===== src/rtl/chime_sequencer.sv =====
// Doorbell chime controller: arbitrates front/back presses and sequences the
// two-sound mux. Define CHIME_PENDING_EN to queue presses that arrive while busy.
module chime_sequencer #(
  parameter int TONE_CYCLES = 8,
  parameter int GAP_CYCLES  = 4,
  parameter int CW          = 8
) (
  input  logic clk,
  input  logic rst_n,
  input  logic front_req,
  input  logic back_req,
  output logic sel,
  output logic tone_en,
  output logic busy,
  output logic src,
  output logic done
);

  typedef enum logic [1:0] {IDLE, TONE_A, TONE_B, GAP} state_t;

  localparam logic [CW-1:0] TONE_LOAD = CW'(TONE_CYCLES - 1);
  localparam logic [CW-1:0] GAP_LOAD  = CW'(GAP_CYCLES - 1);

  state_t        state, state_n;
  logic [CW-1:0] cnt, cnt_n;
  logic          front_q, back_q;
  logic          src_q, src_n;
  logic          done_q, done_n;
  logic          front_press, back_press, last;

`ifdef CHIME_PENDING_EN
  logic          pend_front, pend_front_n;
  logic          pend_back, pend_back_n;
`endif

  assign front_press = front_req & ~front_q;
  assign back_press  = back_req & ~back_q;
  assign last        = (cnt == '0);

  // NOTE: sequential state uses non-blocking (<=) so every register samples
  // pre-edge values; blocking here would create order-dependent races.
  always_ff @(posedge clk) begin
    if (!rst_n) begin
      state      <= IDLE;
      cnt        <= '0;
      front_q    <= 1'b0;
      back_q     <= 1'b0;
      src_q      <= 1'b0;
      done_q     <= 1'b0;
`ifdef CHIME_PENDING_EN
      pend_front <= 1'b0;
      pend_back  <= 1'b0;
`endif
    end else begin
      state      <= state_n;
      cnt        <= cnt_n;
      front_q    <= front_req;
      back_q     <= back_req;
      src_q      <= src_n;
      done_q     <= done_n;
`ifdef CHIME_PENDING_EN
      pend_front <= pend_front_n;
      pend_back  <= pend_back_n;
`endif
    end
  end

  // NOTE: every signal gets a default before the case so no path leaves it
  // unassigned, which would otherwise infer a latch.
  always_comb begin
    state_n = state;
    cnt_n   = cnt;
    src_n   = src_q;
    done_n  = 1'b0;
`ifdef CHIME_PENDING_EN
    pend_front_n = pend_front;
    pend_back_n  = pend_back;
    // Presses while a chime is in progress are remembered, one per door.
    if (state != IDLE) begin
      if (front_press) pend_front_n = 1'b1;
      if (back_press)  pend_back_n  = 1'b1;
    end
`endif
    case (state)
      IDLE: begin
        if (front_press) begin
          state_n = TONE_A;
          cnt_n   = TONE_LOAD;
          src_n   = 1'b0;
`ifdef CHIME_PENDING_EN
          if (back_press) pend_back_n = 1'b1;
`endif
        end else if (back_press) begin
          state_n = TONE_B;
          cnt_n   = TONE_LOAD;
          src_n   = 1'b1;
        end
      end
      TONE_A: begin
        if (last) begin
          state_n = TONE_B;
          cnt_n   = TONE_LOAD;
        end else begin
          cnt_n = cnt - 1'b1;
        end
      end
      TONE_B: begin
        if (last) begin
          state_n = GAP;
          cnt_n   = GAP_LOAD;
        end else begin
          cnt_n = cnt - 1'b1;
        end
      end
      GAP: begin
        if (last) begin
          state_n = IDLE;
          done_n  = 1'b1;
`ifdef CHIME_PENDING_EN
          if (pend_front) begin
            state_n      = TONE_A;
            cnt_n        = TONE_LOAD;
            src_n        = 1'b0;
            pend_front_n = 1'b0;
          end else if (pend_back) begin
            state_n     = TONE_B;
            cnt_n       = TONE_LOAD;
            src_n       = 1'b1;
            pend_back_n = 1'b0;
          end
`endif
        end else begin
          cnt_n = cnt - 1'b1;
        end
      end
      default: begin
        state_n = IDLE;
        cnt_n   = '0;
      end
    endcase
  end

  always_comb begin
    tone_en = 1'b0;
    sel     = 1'b0;
    busy    = 1'b0;
    case (state)
      TONE_A: begin
        tone_en = 1'b1;
        busy    = 1'b1;
      end
      TONE_B: begin
        tone_en = 1'b1;
        sel     = 1'b1;
        busy    = 1'b1;
      end
      GAP:     busy = 1'b1;
      default: ;
    endcase
  end

  assign src  = src_q;
  assign done = done_q;

endmodule


===== config.mk =====
export PLATFORM = sky130hd
export DESIGN_NAME = chime_sequencer
export DESIGN_NICKNAME = d
export VERILOG_FILES = /design/src/rtl/chime_sequencer.sv
export SDC_FILE = /design/constraint.sdc
export NUM_CORES = 1
export LEC_CHECK = 0
export ABC_AREA = 0
export CORE_MARGIN = 2
export CORE_UTILIZATION = 59
export DETAILED_ROUTE_END_ITERATION = 12
export GPL_TIMING_DRIVEN = 0
export PLACE_DENSITY_LB_ADDON = 0.25
export SETUP_SLACK_MARGIN = 0.5
export SLEW_MARGIN = 10
export SYNTH_ARGS = -nofsm -noshare
export SYNTH_HDL_FRONTEND = slang
export SYNTH_SLANG_ARGS = --single-unit

===== constraint.sdc =====
create_clock -name clk -period 3.8 [get_ports clk]
set_input_delay 0.76 -clock clk [delete_from_list [all_inputs] [get_ports clk]]
set_output_delay 0.76 -clock clk [all_outputs]
set_load 0.005 [all_outputs]

# --- Word-level counts from Yosys, hierarchy flattened ---
# Cells that the tools add are included.
totals:
  inputBits: 4
  ff_bits: 14
classes:
  n_eq_ne: 8
  n_addsub: 1
  reduce_logical: 9
  mux: 18
  n_bitwise: 4
ops:
  columns: ["operator", "n"]
  rows:
  - ["$mux 8", 5]
  - ["$pmux 8 s4", 1]
  - ["$mux 2", 5]
  - ["$logic_not 8->1", 1]
  - ["$ne 2x2->1 const B", 4]
  - ["$pmux 2 s4", 1]
  - ["$sub 8x1->8 const B", 1]
  - ["$mux 1", 6]
  - ["$reduce_and 2->1", 3]
  - ["$eq 2x2->1 const B", 2]
  - ["$reduce_and 4->1", 1]
  - ["$ne 3x3->1 const B", 1]
  - ["$reduce_or 3->1", 1]
  - ["$and 1x1->1", 2]
  - ["$eq 2x1->1 const B", 1]
  - ["$logic_not 2->1", 1]
  - ["$not 1->1", 2]
  - ["$reduce_bool 2->1", 1]
  - ["$reduce_or 2->1", 1]

# --- Longest topological paths before layout ---
# Gate-level depths: netlist of the first run.
depth:
  ltp_word: 5
  ltp_mapped: 6
  ltp_nobuf: 6

# --- Least setup slack after synthesis of the first run ---
# No wires, ideal clock.
synth_timing:
  path_kind: "input to register"
  start: "input back_req"
  end: "register cnt[3]"
  n_path_buf: 1
  cell_stages: 5
  path_slack_ns: 1.974
  setup_ns: 0.070
  required_ns: 3.730
  t_arrival_ns: 1.756
  cell_sequence: "nand2b_1 > and3_1 > buf_2 > or4_1 > a21oi_1"
synth_via:
  elab_chain_cells: 3
synth_rtl:
  columns: ["item", "line", "source"]
  rows:
  - ["start: declaration", "11", "input logic back_req,"]
  - ["$and 1x1->1", "37", "assign back_press = back_req & ~back_q;"]
  - ["$ne 3x3->1 (no source line)", null, null]
  - ["$reduce_and 2->1 (no source line)", null, null]
  - ["end signal: assignment", "56", "cnt <= cnt_n;"]
  - ["end: declaration", "25", "logic [CW-1:0] cnt, cnt_n;"]
# No other way between the ends.
# A chain may end at the register's enable or synchronous reset.

# --- Worst setup path in the final report of the first run ---
layout_timing:
  start: "register state[0]"
  end: "output busy"
layout_via:
  elab_chain_cells: 3
  word_cells_on_any_way: 5
layout_rtl:
  columns: ["item", "line", "source"]
  rows:
  - ["start: declaration", "24", "state_t state, state_n;"]
  - ["start signal: assignment", "55", "state <= state_n;"]
  - ["$eq 2x2->1 or $eq 2x1->1 (tied branches)", "147", "case (state)"]
  - ["$reduce_or 3->1 (no source line) *", null, null]
  - ["$mux 1 *", "147", null]
  - ["end: declaration", "14", "output logic busy,"]
# Mark *: on every way between the ends. The rest lies on a longest branch, timed or not.

==> results of run 1 <==
power by group through the flow:
stage                     logic (mW)  clock network, mW  registers [mW]
after detailed placement       0.541                  0           0.233
final                          0.556              0.111           0.231
after global placement         0.515                  0           0.228
after floorplan                0.401                  0           0.222
after CTS                      0.546              0.114           0.229
after global routing           0.597              0.120           0.235
path summary, 6_finish.rpt:
check	startpoint	endpoint	slack, ps
worst max-delay path	state[0]	busy	1270
worst min-delay path	cnt[5]	cnt[5]	550
worst max register to register	cnt[0]	cnt[6]	1790
worst min register to register	cnt[5]	cnt[5]	550
metal layers:
layer	share of wire (%)	wire (um)	global-route usage [%]	up-vias
met2	49	1090	43.5	42
met1	41	905	29.0	428
met4	3.4	76	13.3	0
met5	0	0	0	-
met3	6.4	142	9.17	14
li1	-	-	-	417
cell type report:
cell class	count	area share [%]
plain buffers	2	1.77
multi-input cells	80	56.4
repair buffers	8	7.56
clock buffers	4	3.42
inverters	7	2.48
flip-flops and latches	14	26.4
well taps	16	1.89
metrics by stage:
stage	instance area (um^2)	utilization (%)	power, mW	hold slack, ps	std cells
global route	1060	71.2	0.952	586	131
detailed placement	1020	68.7	0.774	536	127
finish	1060	71.2	0.897	551	131
global placement	1020	68.7	0.744	517	127
CTS	1060	71.2	0.889	551	131
floorplan	923	-	0.623	488	103
sequential cells by signal (all words and copies together), names as in the netlist:
register / count
cnt: 8
state: 2
back_q: 1
done: 1
front_q: 1
src: 1
cells in the mapped netlist (2+ instances only):
library cell / instances / area (um^2)
dfxtp_1: 14 / 280
a21oi_1: 10 / 50.1
ha_1: 7 / 87.6
inv_1: 7 / 26.3
a211oi_1: 5 / 37.5
nor3_1: 5 / 25.0
nand2_1: 4 / 15.0
nand3_1: 4 / 20.0
o21ai_0: 4 / 20.0
o31ai_1: 4 / 30.0
and2_1: 3 / 18.8
nand2b_1: 3 / 18.8
or4_1: 3 / 22.5
a31oi_1: 2 / 12.5
nor2_1: 2 / 7.51
nor4_1: 2 / 12.5
or3_2: 2 / 15.0
worst min-delay path, delay by kind of cell, from the launching register on:
| family | cells | cell delay, ps |
|---|---|---|
| AO/OA/AOI/OAI | 2 | 140 |
| flip-flops | 1 | 360 |
logic make-up (layout without fill, tap and decap cells):
group / after synthesis / in the layout / share of synthesized area (%)
DFF: 14 / 14 / 30.4
xor gates and xnor gates: 1 / 1 / 0.949
and+or+nand+nor: 38 / 38 / 28.6
buffers and inverters: 9 / 21 / 4.88
adders and majority gates: 7 / 7 / 9.48
AOI/OAI and AO/OA: 34 / 34 / 25.7
==> metrics.txt, run 1 <==
Logic pwr share 61.9%; final worst setup slack 1270 ps; first-pass GRT wire length 3630 um; Worst setup SP type register; Cells after Synth 103; drt drc 0; Synth Area per Inst 8.96 um^2; critical path depth in cells 4; synth warn 0; commonest non-fill, non-tap cell in the layout dfxtp_1; HPWL after DPL 1640 um; worst-margin pin slew 496 ps; max-slew violations 0; max_cap viols 0; CP most frequent cell inv_1; Die Span X 43.6 um; Tmin final between 2000 and 3000 ps; vias in the first global route 865; routability cong. 0.906; CP Capture Type output pin; Antenna Nets Post-Route 0; final setup fails 0; CTS Hold Bufs 0; area grow syn2layout 14.8%; die height 43.6 um; core box area 0.00149 mm^2; syn_nets 114; PD cells about 850 mW/mm^2; post-route setup TNS 0 ps; Rows 14; Die ar. 0.00190 mm^2; sequential area share after synthesis between 30% and 40%; largest net degree at the start of global routing 11; CP top delay family buffers and inverters; vias per inst a little under 7; #FFs+latches synth 14; worst-path maximum fanout 7; CTS H-tree lvls 1; Highest Clock Rate 395 MHz; CP Cell Sequence inv_1 -> ha_1 -> inv_1 -> clkdlybuf4s50_1; CTS Sinks 14; layout cells sized above 1 between 10% and 20%; WS Path Type register to output pin; Initial DRC Count 37; CTS Buffer Depth 2; maximum vdd drop 499 uV; worst relative slew slack between 60 and 70%; required time worst endpoint 3040 ps; leading cell types in the layout, fill and taps excluded dfxtp_1 (14), a21oi_1 (10), clkdlybuf4s50_1 (8), inv_1 (7), ha_1 (7); postcts setup bufs 0; RSZ-0062 raised after global routing no; Hold Path Stages 2; fill cell count 115; CTS tree yes; post-synthesis instance area 923 um^2; Clock Pin Slew Worst Setup and Hold Paths 90 ps; initial antenna violation count 0; Switch Pwr 401 uW; drt pass-1 iters 4; crit path max-delay cell type clkdlybuf4s50_1; Post-Route WL 2210 um; Ant. Diodes 0; WL/cell 16.9 um; via count roughly 900; Post-synth EDFFs 0; Final #Nets 127; crit-path max cell delay 520 ps; Port-buffer cells 8; power share of the clock group about an eighth; CP Buf/Inv Count 3; switching share of total power 44.7%; pre-CTS WS 1360 ps; Multi-input gate area 598 um^2; Main synth FF type dfxtp_1; Hold Fails Final Rpt 0; Initial Util 62.0%; storage element area 280 um^2; WP data arrival ~1800 ps; post-synth cell types 39; Leak 0.401 nW; Pint 496 uW; io pins 9; clk root buf clkbuf_4; sequential power share 25.7%; GRT Util Overall 26.1%; hold crit path type register to register; Post-synth ARST share 0%; outcome completed; crit share post-route 66.5%; total gr overflow 0; depth of the worst register-to-register path 6; Worst Clk Skew roughly 2.5 ps; worst skew pair latency 290 ps; post_cts resized 0; TritonCTS buffer count 3
Power figures use the tool's default switching activity.
==> run 2, diff against run 1 <==
- CORE_ASPECT_RATIO: default -> 1.25
- CORE_UTILIZATION: 59 -> 49
- clock period: 3.8 -> 2.23 ns (I/O delays scaled with it)
==> run 2 against run 1 <==
  * Sequential cell count unchanged
  * Register-to-register slack got worse by 1400 ps
  * Largest power group unchanged
  * Setup slack got worse by 850 ps
  * Hold slack got worse by 130 ps
  * Utilization increased by 0.40 points
  * Power increased by 110%
  * Combinational power increased by 140%
  * Critical path depth increased by 2
  * Die area increased by 19%
==> metrics.txt, run 2 (synthesis gave the netlist of run 1 again) <==
total power 1.92 mW; vias per inst 6.73; Hold Path Stages 2; RSZ-0062 raised after global routing yes; R2R Path Start state[0]; worst-path maximum fanout 7; die height 52.5 um; CTS tree yes; area grow syn2layout 36.9%; Setup crit end cnt[2]; WP data arrival about 2000 ps; commonest non-fill, non-tap cell in the layout dfxtp_1; depth of the worst register-to-register path 6; Hold Fails Final Rpt 0; final setup fails 0; Setup crit start state[0]; Largest regs cnt: 8 flops, state: 2 flops; Ant. Diodes 0; maximum vdd drop between 1000 and 1500 uV; post-route setup TNS 0 ps; Die ar. 0.00225 mm^2; routability cong. 0.803; Worst Clk Skew 1.54 ps; r2r endpoint cnt[2]; max_cap viols 0; Final #Nets about 130; HPWL after DPL 1510 um; via count 929; core box area 0.00177 mm^2; initial antenna violation count 0; Finished Cell Area roughly 0.0013 mm^2; layout cells sized above 1 approximately two fifths; CP Capture Type register; CTS Buffer Depth 2; worst-margin pin slew 573 ps; largest net degree at the start of global routing 11; Leak around 0.47 nW; drt drc 0; Initial DRC Count 34; Tmin final ~1800 ps; max reg flops 8; CP Cell Sequence buf_4 -> ha_2 -> nor4_1 -> a21oi_2 -> a221oi_2 -> o22ai_1; first-pass GRT wire length between 3000 and 4000 um; worst skew pair latency 290 ps; Largest Register cnt; WL/cell 17.5 um; crit-path max cell delay around 350 ps; CTS Sinks 14; Port-buffer cells 8; GRT Util Overall a little over a fifth; max-slew violations 0; Worst setup SP type register; TritonCTS buffer count 3; total gr overflow 0; register-to-register setup slack 420 ps; pre-CTS WS 98.6 ps; Die Span X 42.8 um; WS Path Type register to register; crit path max-delay cell type dfxtp_2; vias in the first global route roughly 800; drt pass-1 iters 4; dpl cell area just over 0.001 mm^2; outcome completed; worst relative slew slack 61.6%; leading cell types in the layout, fill and taps excluded dfxtp_1 (10), a21oi_1 (6); Post-Route WL 2420 um; required time worst endpoint 2410 ps; Rows 17; hold crit path type input pin to register; clk root buf clkbuf_4; final worst setup slack 417 ps; Initial Util 52.3%; Antenna Nets Post-Route 0; Clock Pin Slew Worst Setup and Hold Paths 100 ps; io pins 9; Highest Clock Rate 551 MHz; CTS H-tree lvls 1; crit share post-route 81.3%; PD cells 1520 mW/mm^2
-- run 2: per-layer routing --
layer | vias to the layer above | track usage, % | share of wire [%]
li1 | 429 | - | -
met1 | 428 | 24.5 | 39
met2 | 50 | 37.9 | 49
met3 | 22 | 2.07 | 6.2
met4 | 0 | 8.85 | 5.5
met5 | - | 0 | 0
-- run 2: cell type report --
| type | instances | area, um^2 |
|---|---|---|
| Timing Repair Buffer | 12 | 115 |
| Tap cell | 19 | 23.8 |
| Multi-Input combinational cell | 80 | 744 |
| Sequential cell | 14 | 288 |
| Inverter | 7 | 31.3 |
| Fill cell | 126 | 502 |
| Clock buffer | 4 | 36.3 |
| Buffer | 2 | 25.0 |
-- run 2: timing repair --
action	in CTS	in global routing
endpoints found under the setup margin	9	11
pin swaps	0	8
buffers inserted	1	3
hold endpoints to repair	0	0
hold buffers	0	0
gates resized for setup	15	31
-- run 2: worst min path at each step --
stage / startpoint / end
after floorplan: cnt[5] / cnt[5]
after global placement: cnt[7] / cnt[7]
after detailed placement: cnt[5] / cnt[5]
after CTS: cnt[5] / cnt[5]
after global routing: front_req / front_q
final: back_req / back_q
-- run 2: power by group --
group          switching (mW)  leakage, nW  internal [mW]
logic                   0.691        0.337          0.623
clock network          0.0973       0.0210         0.0996
registers              0.0906        0.116          0.323
total                   0.878        0.475           1.05
-- run 2: stage by stage --
| step | util, % | cells | hold slack, ps |
|---|---|---|---|
| 2_1_floorplan | - | 103 | 488 |
| 3_3_place_gp | 58.2 | 130 | 516 |
| 3_5_place_dp | 58.2 | 130 | 528 |
| 4_1_cts | 63.4 | 135 | 546 |
| 5_1_grt | 71.6 | 138 | 452 |
| 6_report | 71.6 | 138 | 426 |
-- run 2: critical path: cells and delay by family (launching register included) --
kind	cells	cell delay [ps]
flops	1	350
fa+ha+maj	1	240
simple gates	1	320
compound gates	3	630
buf+inv	1	150
==> run 3, diff against run 2 <==
- clock period: 2.23 -> 1.6 ns (I/O delays scaled with it)
==> run 3 against run 2 <==
  * The run now ends with negative setup slack left
  * Clock power increased by 6%
  * Hold slack got worse by 12 ps
  * Count of clock-buffer cells in the layout decreased by 1
  * Global-route usage increased by 5.4 points
  * Sequential cell count unchanged
  * Cell count increased by 3.6%
  * Sequential share of layout area decreased by 0.21 points
  * Via count unchanged
  * Largest cell class unchanged
  * Largest power group unchanged
  * Highest routed layer unchanged
==> metrics.txt, run 3 (synthesis gave the netlist of run 1 again) <==
outcome complete, but fails checks; failing checks negative setup slack; largest net degree at the start of global routing 11; CTS H-tree lvls 1; worst min-delay path endpoint back_q; leading cell types in the layout, fill and taps excluded dfxtp_1 (8), buf_4 (8), a21oi_1 (7), ha_4 (6), buf_6 (5); met1 Use GR 28.8%; met2 usage 46.0%; Initial Util 52.3%; via count 929; Hold Fails Final Rpt 0; crit share post-route 108%; drt pass-1 iters 4; Worst setup SP type register; CTS tree yes; met3 usage 2.76%; Final #Nets ~140; Post-Route WL around 2700 um; total gr overflow 0; CTS Buffer Depth 2; crit-path max cell delay 390 ps; WL/cell about 19 um; Port-buffer cells 8; crit path max-delay cell type nor4b_4; Die Span X 42.8 um; Highest Clock Rate 581 MHz; Clock Pin Slew Worst Setup and Hold Paths 80 ps; total power 2.83 mW; drt drc 0; RSZ-0062 raised after global routing yes; PD cells 2160 mW/mm^2; initial antenna violation count 0; Worst Clk Skew about 4 ps; Tmin final 1720 ps; io pins 9; Antenna Nets Post-Route 0; GRT Util Overall 26.3%; CP Cell Sequence inv_4 -> ha_4 -> nor4b_4 -> a21oi_2 -> a221oi_2 -> o22ai_1; core box area 0.00177 mm^2; non-filler instance count after layout 143; hold crit path type input pin to register; CP Capture Type register; Ant. Diodes 0; max_cap viols 0; CTS Sinks 14; worst skew pair latency 290 ps; min-delay src back_req; number of placed cells counting well taps 130; r2r endpoint cnt[2]; vias in the first global route 896; maximum vdd drop 1400 uV; Die ar. approximately 0.0022 mm^2; final setup fails 7; clk root buf clkbuf_4; Leak approximately 0.47 nW; Hold Path Stages 2; Rows 17; fill cell count 119; Largest Register cnt; CTS Hold Bufs 0; die height 52.5 um; GRT Max-Usage Layer met2; HPWL after DPL 1620 um; max-slew violations 0; worst-path maximum fanout 6; register-to-register setup slack -120 ps; layout cells sized above 1 50.0%; max reg flops 8; depth of the worst register-to-register path 6; worst-margin pin slew 512 ps; final worst setup slack -121 ps; Final Util 74.1%; first-pass GRT wire length 4220 um; WP data arrival 1880 ps; required time worst endpoint 1760 ps; worst relative slew slack about two thirds; Initial DRC Count 23; vias per inst 6.50; R2R Path Start cnt[1]; TritonCTS buffer count 3; routability cong. 0.770; WS Path Type register to register; area grow syn2layout 41.7%; Largest regs cnt: 8 flops, state: 2 flops
[run 3: stage by stage]
step / TNS [ps] / worst slack [ps] / area (um^2) / hold slack [ps]
4_1_cts: -159 / -53.1 / 1260 / 429
6_report: -461 / -121 / 1310 / 413
3_3_place_gp: -1020 / -289 / 1110 / 520
3_5_place_dp: -1440 / -339 / 1110 / 530
5_1_grt: -1160 / -187 / 1310 / 440
2_1_floorplan: 0 / 41.5 / 1000 / 442
[run 3: what timing repair did]
action / CTS / global route
gates cloned: 0 / 0
gates resized for setup: 43 / 11
setup endpoints to repair: 17 / 14
pin swaps: 8 / 8
setup buffers: 7 / 3
[run 3: routing by layer]
metal	vias up	part of all wire, %
li1	442	-
met1	431	38
met2	43	52
met3	13	4.7
met4	0	5.2
met5	-	0
[run 3: cell type report]
type / count / area [um^2] / share of cell area (%)
well taps: 19 / 23.8 / 1.82
multi-input cells: 80 / 753 / 57.6
clock buffers: 3 / 22.5 / 1.72
inverters: 7 / 41.3 / 3.15
repair buffers: 18 / 148 / 11.3
plain buffers: 2 / 25.0 / 1.91
flip-flops and latches: 14 / 295 / 22.6
[run 3: worst max-delay path: cells and delay by family (launching register included)]
kind	cells	cell delay [ps]
compound gates	3	640
simple gates	1	390
flops	1	350
fa+ha+maj	1	130
buf+inv	1	80
[run 3: power breakdown]
part | total [mW] | switching, mW | internal [mW] | leakage (nW)
sequential | 0.592 | 0.131 | 0.460 | 0.118
clock | 0.209 | 0.121 | 0.0878 | 0.0138
combinational | 2.03 | 1.02 | 1.01 | 0.341
total | 2.83 | 1.27 | 1.56 | 0.473
[run 3: how the worst max path moves through the flow]
stage / startpoint / endpoint / slack (ps)
after floorplan: cnt[1] / state[0] / 40
after global placement: back_req / cnt[3] / -290
after detailed placement: back_req / cnt[3] / -340
after CTS: cnt[1] / cnt[5] / -50
after global routing: cnt[1] / cnt[2] / -190
final: cnt[1] / cnt[2] / -120
